**src/rtl/msrv32_fetch_pkg.sv**
```systemverilog
// Shared types and constants for the msrv32 instruction fetch stage.
package msrv32_fetch_pkg;

  localparam logic [31:0] NOP_INSTR     = 32'h0000_0013;
  localparam int          DEFAULT_DEPTH = 2;

  typedef enum logic [1:0] {
    S_BOOT  = 2'd0,
    S_RUN   = 2'd1,
    S_FLUSH = 2'd2
  } fetch_state_t;

  typedef struct packed {
    logic [31:0] pc;
    logic [31:0] instr;
  } fetch_entry_t;

  // Clears the byte offset so every fetch address is word aligned.
  function automatic logic [31:0] word_align(input logic [31:0] addr);
    return addr & ~32'h0000_0003;
  endfunction

endpackage

```
**src/rtl/msrv32_fetch_fifo.sv**
```systemverilog
// Prefetch buffer holding returned instruction words tagged with their PC.
// A clear wins over push/pop in the same cycle.
module msrv32_fetch_fifo
  import msrv32_fetch_pkg::*;
#(
  parameter  int DEPTH = DEFAULT_DEPTH,
  localparam int AW    = (DEPTH > 1) ? $clog2(DEPTH) : 1,
  localparam int CW    = $clog2(DEPTH + 1)
) (
  input  logic          clk_sys,
  input  logic          rst_b,
  input  logic          clear,
  input  logic          push,
  input  fetch_entry_t  push_data,
  input  logic          pop,
  output fetch_entry_t  pop_data,
  output logic [CW-1:0] count,
  output logic          empty,
  output logic          full
);

  fetch_entry_t  mem [DEPTH];
  logic [AW-1:0] wr_ptr;
  logic [AW-1:0] rd_ptr;
  logic          do_push;
  logic          do_pop;

  function automatic logic [AW-1:0] ptr_inc(input logic [AW-1:0] p);
    return (p == AW'(DEPTH - 1)) ? '0 : p + AW'(1);
  endfunction

  assign empty    = (count == '0);
  assign full     = (count == CW'(DEPTH));
  assign do_push  = push & ~clear;
  assign do_pop   = pop & ~empty & ~clear;
  assign pop_data = mem[rd_ptr];

  // Pointer and occupancy bookkeeping.
  always_ff @(posedge clk_sys or negedge rst_b) begin
    if (!rst_b) begin
      wr_ptr <= '0;
      rd_ptr <= '0;
      count  <= '0;
    end else if (clear) begin
      wr_ptr <= '0;
      rd_ptr <= '0;
      count  <= '0;
    end else begin
      if (do_push) wr_ptr <= ptr_inc(wr_ptr);
      if (do_pop)  rd_ptr <= ptr_inc(rd_ptr);
      case ({do_push, do_pop})
        2'b10:   count <= count + CW'(1);
        2'b01:   count <= count - CW'(1);
        default: count <= count;
      endcase
    end
  end

  // Storage array; contents are don't-care until written.
  always_ff @(posedge clk_sys) begin
    if (do_push) mem[wr_ptr] <= push_data;
  end

  // The parent limits requests so a push can never find the buffer full.
  a_no_overflow: assert property (@(posedge clk_sys) disable iff (!rst_b)
    !(push && !clear && full));

endmodule

```
**src/rtl/msrv32_fetch_unit.sv**
```systemverilog
// Instruction fetch stage: owns the fetch PC, issues requests on the
// req/gnt/rvalid memory port, buffers returned words and presents one per
// cycle to the instruction mux. flush_out marks an empty output slot.
//
// state   | meaning
// --------+------------------------------------------------------------
// S_BOOT  | first cycle after reset release, no request yet
// S_RUN   | normal fetch, requests issued while capacity remains
// S_FLUSH | redirect taken with requests in flight, dropping stale data
module msrv32_fetch_unit
  import msrv32_fetch_pkg::*;
#(
  parameter logic [31:0] BOOT_ADDR = 32'h0000_0000,
  parameter int          DEPTH     = DEFAULT_DEPTH
) (
  input  logic        ms_riscv32_mp_clk_in,
  input  logic        ms_riscv32_mp_rst_in,
  output logic        imem_req_out,
  output logic [31:0] imem_addr_out,
  input  logic        imem_gnt_in,
  input  logic        imem_rvalid_in,
  input  logic [31:0] imem_rdata_in,
  input  logic        redirect_in,
  input  logic [31:0] redirect_pc_in,
  input  logic        stall_in,
  output logic [31:0] ms_riscv32_mp_instr_out,
  output logic [31:0] pc_out,
  output logic        flush_out
);

  localparam int CW = $clog2(DEPTH + 1);

  fetch_state_t  state;
  fetch_state_t  state_nxt;
  logic [31:0]   fetch_pc;
  logic [31:0]   resp_pc;
  logic [31:0]   redirect_target;
  logic [CW-1:0] outstanding;
  logic [CW-1:0] outstanding_after_rsp;
  logic [CW-1:0] discard;
  logic [CW-1:0] fifo_count;
  logic          fifo_empty;
  logic          fifo_full;
  logic          fifo_push;
  logic          fifo_pop;
  logic          fifo_clear;
  fetch_entry_t  fifo_head;
  fetch_entry_t  resp_entry;
  logic          grant;
  logic          accept;
  logic          bypass;

  // Capacity is shared between buffered words and requests still in flight,
  // so the buffer can absorb every response even while the output stalls.
  assign imem_req_out = (state == S_RUN) && !redirect_in &&
                        ((32'(fifo_count) + 32'(outstanding)) < 32'(DEPTH));
  assign imem_addr_out = fetch_pc;

  assign grant                 = imem_req_out & imem_gnt_in;
  assign outstanding_after_rsp = outstanding - CW'(imem_rvalid_in);
  assign redirect_target       = word_align(redirect_pc_in);

  // A response is kept only when nothing stale remains and no redirect is
  // discarding the pipeline in the same cycle.
  assign accept     = imem_rvalid_in & ~redirect_in & (discard == '0);
  assign bypass     = accept & ~stall_in & fifo_empty;
  assign fifo_push  = accept & ~bypass;
  assign fifo_pop   = ~redirect_in & ~stall_in & ~fifo_empty;
  assign fifo_clear = redirect_in;
  assign resp_entry = '{pc: resp_pc, instr: imem_rdata_in};

  msrv32_fetch_fifo #(
    .DEPTH(DEPTH)
  ) u_fifo (
    .clk_sys  (ms_riscv32_mp_clk_in),
    .rst_b    (ms_riscv32_mp_rst_in),
    .clear    (fifo_clear),
    .push     (fifo_push),
    .push_data(resp_entry),
    .pop      (fifo_pop),
    .pop_data (fifo_head),
    .count    (fifo_count),
    .empty    (fifo_empty),
    .full     (fifo_full)
  );

  // State register.
  always_ff @(posedge ms_riscv32_mp_clk_in or negedge ms_riscv32_mp_rst_in) begin
    if (!ms_riscv32_mp_rst_in) state <= S_BOOT;
    else                       state <= state_nxt;
  end

  // Next-state logic; a redirect overrides every other transition.
  always_comb begin
    state_nxt = state;
    case (state)
      S_BOOT:  state_nxt = S_RUN;
      S_RUN:   state_nxt = S_RUN;
      S_FLUSH: begin
        if (discard == '0) begin
          state_nxt = S_RUN;
        end else if (imem_rvalid_in && (discard == CW'(1))) begin
          state_nxt = S_RUN;
        end
      end
      default: state_nxt = S_BOOT;
    endcase
    if (redirect_in) begin
      state_nxt = (outstanding_after_rsp != '0) ? S_FLUSH : S_RUN;
    end
  end

  // Fetch/response PCs and the in-flight and stale-response counters.
  always_ff @(posedge ms_riscv32_mp_clk_in or negedge ms_riscv32_mp_rst_in) begin
    if (!ms_riscv32_mp_rst_in) begin
      fetch_pc    <= BOOT_ADDR;
      resp_pc     <= BOOT_ADDR;
      outstanding <= '0;
      discard     <= '0;
    end else begin
      outstanding <= outstanding_after_rsp + CW'(grant);
      if (redirect_in) begin
        fetch_pc <= redirect_target;
        resp_pc  <= redirect_target;
        discard  <= outstanding_after_rsp;
      end else begin
        if (grant)  fetch_pc <= fetch_pc + 32'd4;
        if (accept) resp_pc  <= resp_pc + 32'd4;
        if (imem_rvalid_in && (discard != '0)) discard <= discard - CW'(1);
      end
    end
  end

  // Output slot: oldest buffered word first, otherwise a bypassed response,
  // otherwise an empty slot that the mux turns into a NOP.
  always_ff @(posedge ms_riscv32_mp_clk_in or negedge ms_riscv32_mp_rst_in) begin
    if (!ms_riscv32_mp_rst_in) begin
      ms_riscv32_mp_instr_out <= NOP_INSTR;
      pc_out                  <= BOOT_ADDR;
      flush_out               <= 1'b1;
    end else if (redirect_in) begin
      ms_riscv32_mp_instr_out <= NOP_INSTR;
      flush_out               <= 1'b1;
    end else if (!stall_in) begin
      if (!fifo_empty) begin
        ms_riscv32_mp_instr_out <= fifo_head.instr;
        pc_out                  <= fifo_head.pc;
        flush_out               <= 1'b0;
      end else if (bypass) begin
        ms_riscv32_mp_instr_out <= resp_entry.instr;
        pc_out                  <= resp_entry.pc;
        flush_out               <= 1'b0;
      end else begin
        ms_riscv32_mp_instr_out <= NOP_INSTR;
        flush_out               <= 1'b1;
      end
    end
  end

  a_capacity: assert property (@(posedge ms_riscv32_mp_clk_in)
    disable iff (!ms_riscv32_mp_rst_in)
    (32'(fifo_count) + 32'(outstanding)) <= 32'(DEPTH));

  a_rsp_expected: assert property (@(posedge ms_riscv32_mp_clk_in)
    disable iff (!ms_riscv32_mp_rst_in)
    imem_rvalid_in |-> (outstanding != '0));

  a_push_room: assert property (@(posedge ms_riscv32_mp_clk_in)
    disable iff (!ms_riscv32_mp_rst_in)
    fifo_push |-> !fifo_full);

endmodule

```
**config.mk**
```make
export PLATFORM = sky130hd
export DESIGN_NAME = msrv32_fetch_unit
export DESIGN_NICKNAME = d
export VERILOG_FILES = /design/src/rtl/msrv32_fetch_pkg.sv /design/src/rtl/msrv32_fetch_fifo.sv /design/src/rtl/msrv32_fetch_unit.sv
export SDC_FILE = /design/constraint.sdc
export NUM_CORES = 1
export LEC_CHECK = 0
export ABC_AREA = 1
export CORE_MARGIN = 2
export CORE_UTILIZATION = 45
export CTS_CLUSTER_DIAMETER = 60
export CTS_CLUSTER_SIZE = 25
export DETAILED_ROUTE_END_ITERATION = 6
export PLACE_DENSITY = 0.66
export SYNTH_ARGS = -nofsm -noshare
export SYNTH_HDL_FRONTEND = slang
export SYNTH_HIERARCHICAL = 1
export SYNTH_SLANG_ARGS = --single-unit
export TNS_END_PERCENT = 1
```
**constraint.sdc**
```tcl
create_clock -name ms_riscv32_mp_clk_in -period 14.7 [get_ports ms_riscv32_mp_clk_in]
set_input_delay 1.47 -clock ms_riscv32_mp_clk_in [delete_from_list [all_inputs] [get_ports ms_riscv32_mp_clk_in]]
set_output_delay 1.47 -clock ms_riscv32_mp_clk_in [all_outputs]
set_load 0.1 [all_outputs]
```
==> metrics list <==
- The flow ran to the end, and the final reports show no timing, DRC or antenna violations.
- Cell with the most instances after synthesis: sky130_fd_sc_hd__nand2_1
* Slowest library cell on the worst path: sky130_fd_sc_hd__nor2_4
- The critical path goes through buf_2 -> buf_4 -> nor2_4 -> nand3_1 -> inv_1 -> nor2_1 -> nand2_1 -> nor2_4 -> buf_4.
- Static leakage power: 6.334 nW
- Residual antenna-violating net count after detailed routing: 0
* Post-Layout Inst Area: 14,890 sq um
- The endpoint identified for the worst register-to-register timing path is u_fifo/mem[1][12]$_DFFE_PP_.
- Worst supply voltage drop on vdd: 0.08631 mV
- After the first detailed-routing iteration, the DRC count stood at 780.
- The number of setup buffers added after CTS is 0.
- The commonest cells after synthesis are sky130_fd_sc_hd__nand2_1, sky130_fd_sc_hd__dfrtp_1, sky130_fd_sc_hd__edfxtp_1, sky130_fd_sc_hd__nor2_1, sky130_fd_sc_hd__nand3_1.
* Syn_area_per_cell: 9.012 sq um
- Post-route DRC: 0
- Summing all placed instances gives a cell area of 14,150 sq um.
- Kind of capture point of the worst setup path: flip-flop
- Post-synthesis instance area: 12,270 sq um
- Starting Density: 45.64%
* Async set-reset flop share out of synthesis: 51.33%
- Number of global-route vias before repair: 9,379
* Sequential-to-total area share from yosys stat: 58.92%
* Flip-flop cell with the highest count after synthesis: sky130_fd_sc_hd__dfrtp_1
- STA classifies the critical path startpoint as an input pin.
* Data arrival at the endpoint of the critical path: 5.15 ns
- The routed layout has 9,630 vias.
- Layout Area Growth over Synthesis: 21.37%
- Number of warnings reported in the yosys synthesis log: 6
* Post-CTS clock slew at the launch and capture registers of the worst setup and hold paths: 0.07 ns
- The first global-routing pass estimated 48.85 mm of wire.
- In this run, synthesis produced a sequential element count of 263.
- DIE HEIGHT: 169.1 microns
- Insertion delay of the later-clocked pin in the worst-skew pair: 0.53 ns
- Number of enable-type register cells in the synthesized netlist: 128
* Placed wire-length estimate: 19.78 mm
- Largest net degree at the start of global routing: 83
- Along the worst hold path, the cell count comes to 2.
* Antenna violations before repair: 0
* Total Negative Setup Slacks: 0 ns
* Detailed Routing Iterations Pass 1: 6
* WL/cell: 15.90 microns
* Number of ports placed on the die boundary: 168
- Setup repair after global routing left no endpoint under its margin.
* Fillers: 2,406
* Root Driver: sky130_fd_sc_hd__clkbuf_16
- Static timing analysis puts the maximum clock frequency at 200.6 MHz.
* Fraction of post-synthesis cell area in the top cell type by area: 31.34%
- In the final layout, the share of cells above drive strength 1 is 6.614%.
- Non-Filler Instances: 1,868
* Ranking of synthesized cells by area: sky130_fd_sc_hd__edfxtp_1, sky130_fd_sc_hd__dfrtp_1, sky130_fd_sc_hd__nand2_1
- Post-cts sizing count: 0
* End point of the worst hold path: ms_riscv32_mp_instr_out[23]$_DFFE_PN0P_
* Worst hold-check slack: 0.4948 ns
* Worst path buffer plus inverter count: 4
- CTS built an H-tree with a depth of 1.
- Path type of the worst min-delay path: reg2reg
- Final Skew: 0.02798 ns
- Shortest period the worst path allows: 4.984 ns
* Finish-stage setup viols: 0
- ANT cells: 0
- The final count of pins violating max slew is 0.
* Number of sinks on the clock net: 263
- In this run, placement finished with an instance count of 1,828.
- Number of instances in the synthesized netlist: 1,361
- The cell family contributing the most delay on the critical path is simple AND/OR/NAND/NOR gates.
- PD cells: 167.3 nW/um^2
- Maximum root-to-sink buffer count: 3
* Overall die area: 28,590 sq um
- Cell type with the largest total area after synthesis: sky130_fd_sc_hd__edfxtp_1
- The worst register-to-register path has a depth of 10.
- The congestion estimate from routability-driven global placement came to 0.8925.
- STA puts the critical path data required time at 14.87 ns.
- Maximum single-stage delay on the critical path: 0.84 ns
- Highest fanout seen on the critical path: 49
- The routed design has 29.70 mm of wire.
- Reg-to-reg setup timing slack: 10.31 ns
- The count of buffers added on input and output ports is 163.
* Worst setup path class: in2reg
- Startpoint of the worst-slack reg-to-reg timing path: u_fifo/count[1]$_DFFE_PN0P_
- For this run, the share of the core covered by cells in the final layout is 55.39%.
- Number of distinct library cells after synthesis: 46
* Global routing usage summed across all routing layers: 21.25%
* Die X: 169.1 microns
- Buffers inserted to repair hold after CTS numbered 0.
- Final Hold Violating Endpoints: 0
- TritonCTS clock tree: yes
* Count of maximum capacitance violations: 0
- Registers take 7228 sq um.
* Remaining Overflow, GRT: 0
- The floorplan has 60 rows.
- TritonCTS buffer count: 22
- Footprint of the multi-input gates: 4451 sq um
* Share of the cycle needed by the critical path after routing: 33.91%
- Actual transition at the worst max-transition pin: 1.074 ns
* Launch point of the worst hold path: ms_riscv32_mp_instr_out[23]$_DFFE_PN0P_
* Via density per instance: 5.155
- CORE AREA: 26,880 sq um
- Headroom to the max-slew limit came out at 28.35%.
- After the last flow step, the layout net total stands at 1,588.
-- registers in the layout, indices dropped and copies added, names as in the netlist --
name	flops
imem_addr_out	30
state	2
u_fifo/count	2
pc_out	32
ms_riscv32_mp_instr_out	32
resp_pc	30
u_fifo/rd_ptr	1
u_fifo/wr_ptr	1
outstanding	2
u_fifo/mem	128
discard	2
flush_out	1
-- power breakdown --
group	internal (mW)	switching (mW)	total, mW
Sequential	0.883	0.0877	0.970
Combinational	0.217	0.706	0.924
Clock	0.303	0.294	0.596
Total	1.40	1.09	2.49
-- cell families (layout without fill, tap and decap cells) --
kind of cell | Yosys count | count (layout) | share of synthesized area (%)
DFF | 263 | 263 | 58.92
other | 1 | 6 | 0.03057
xor gates and xnor gates | 20 | 20 | 1.428
adders and majority gates | 7 | 7 | 0.7753
AOI/OAI and AO/OA | 140 | 140 | 6.916
buffers and inverters | 144 | 305 | 5.090
and+or+nand+nor | 775 | 775 | 25.94
muxes | 11 | 11 | 0.8977
-- stage by stage --
stage / setup WS, ns / power [mW]
after floorplan: 9.041 / 1.663
after global placement: 9.159 / 1.900
after detailed placement: 9.101 / 1.911
after CTS: 9.649 / 2.512
after global routing: 9.370 / 2.602
final: 9.716 / 2.491
-- layout make-up --
type	count	share of cell area [%]
Multi-Input combinational cell	959	29.90
Tap cell	341	2.866
Clock buffer	25	3.917
Timing Repair Buffer	173	11.44
Clock inverter	15	1.009
Sequential cell	263	48.55
Inverter	92	2.320
-- per-layer routing --
layer / wire (microns) / vias up / global-route usage [%] / share of wire (%)
li1: - / 4743 / - / -
met1: 13890 / 4539 / 30.97 / 47
met2: 13550 / 316 / 34.41 / 46
met3: 1751 / 32 / 2.689 / 5.9
met4: 518 / 0 / 4.459 / 1.7
met5: 0 / - / 0 / 0
-- tightest hold or removal path: cells and delay by family, from the launching register on --
family	cells	cell delay (ns)
flip-flops	1	0.35
AND/OR/NAND/NOR	2	0.12
-- cell usage in the layout, fill, tap and decap left out, types with 7 or more instances in the layout --
master / netlist / layout
sky130_fd_sc_hd__nand2_1: 520 / 520
sky130_fd_sc_hd__clkdlybuf4s50_1: 0 / 161
sky130_fd_sc_hd__dfrtp_1: 131 / 130
sky130_fd_sc_hd__edfxtp_1: 128 / 128
sky130_fd_sc_hd__nor2_1: 112 / 109
sky130_fd_sc_hd__nand3_1: 103 / 103
sky130_fd_sc_hd__inv_1: 85 / 85
sky130_fd_sc_hd__o21ai_0: 48 / 48
sky130_fd_sc_hd__a21oi_1: 37 / 37
sky130_fd_sc_hd__clkbuf_16: 0 / 23
sky130_fd_sc_hd__xor2_1: 16 / 16
sky130_fd_sc_hd__a21oi_2: 16 / 16
sky130_fd_sc_hd__o211ai_1: 12 / 12
sky130_fd_sc_hd__mux2i_1: 11 / 11
sky130_fd_sc_hd__buf_4: 11 / 10
sky130_fd_sc_hd__nor2_2: 8 / 9
sky130_fd_sc_hd__nor3_1: 9 / 9
sky130_fd_sc_hd__o21bai_1: 8 / 8
sky130_fd_sc_hd__nor2_4: 6 / 8
sky130_fd_sc_hd__inv_2: 7 / 7
-- worst max path at each step --
| stage | startpoint | slack (ns) | cells past startpoint | end |
|---|---|---|---|---|
| after floorplan | redirect_in | 9.04 | 7 | u_fifo/mem[0][0]$_DFFE_PP_ |
| after global placement | redirect_in | 9.16 | 9 | u_fifo/mem[1][2]$_DFFE_PP_ |
| after detailed placement | redirect_in | 9.10 | 9 | u_fifo/mem[1][2]$_DFFE_PP_ |
| after CTS | redirect_in | 9.65 | 9 | u_fifo/mem[1][12]$_DFFE_PP_ |
| after global routing | redirect_in | 9.37 | 9 | u_fifo/mem[1][12]$_DFFE_PP_ |
| final | redirect_in | 9.72 | 9 | u_fifo/mem[1][12]$_DFFE_PP_ |
No activity file was read; power rests on OpenSTA's default activity.
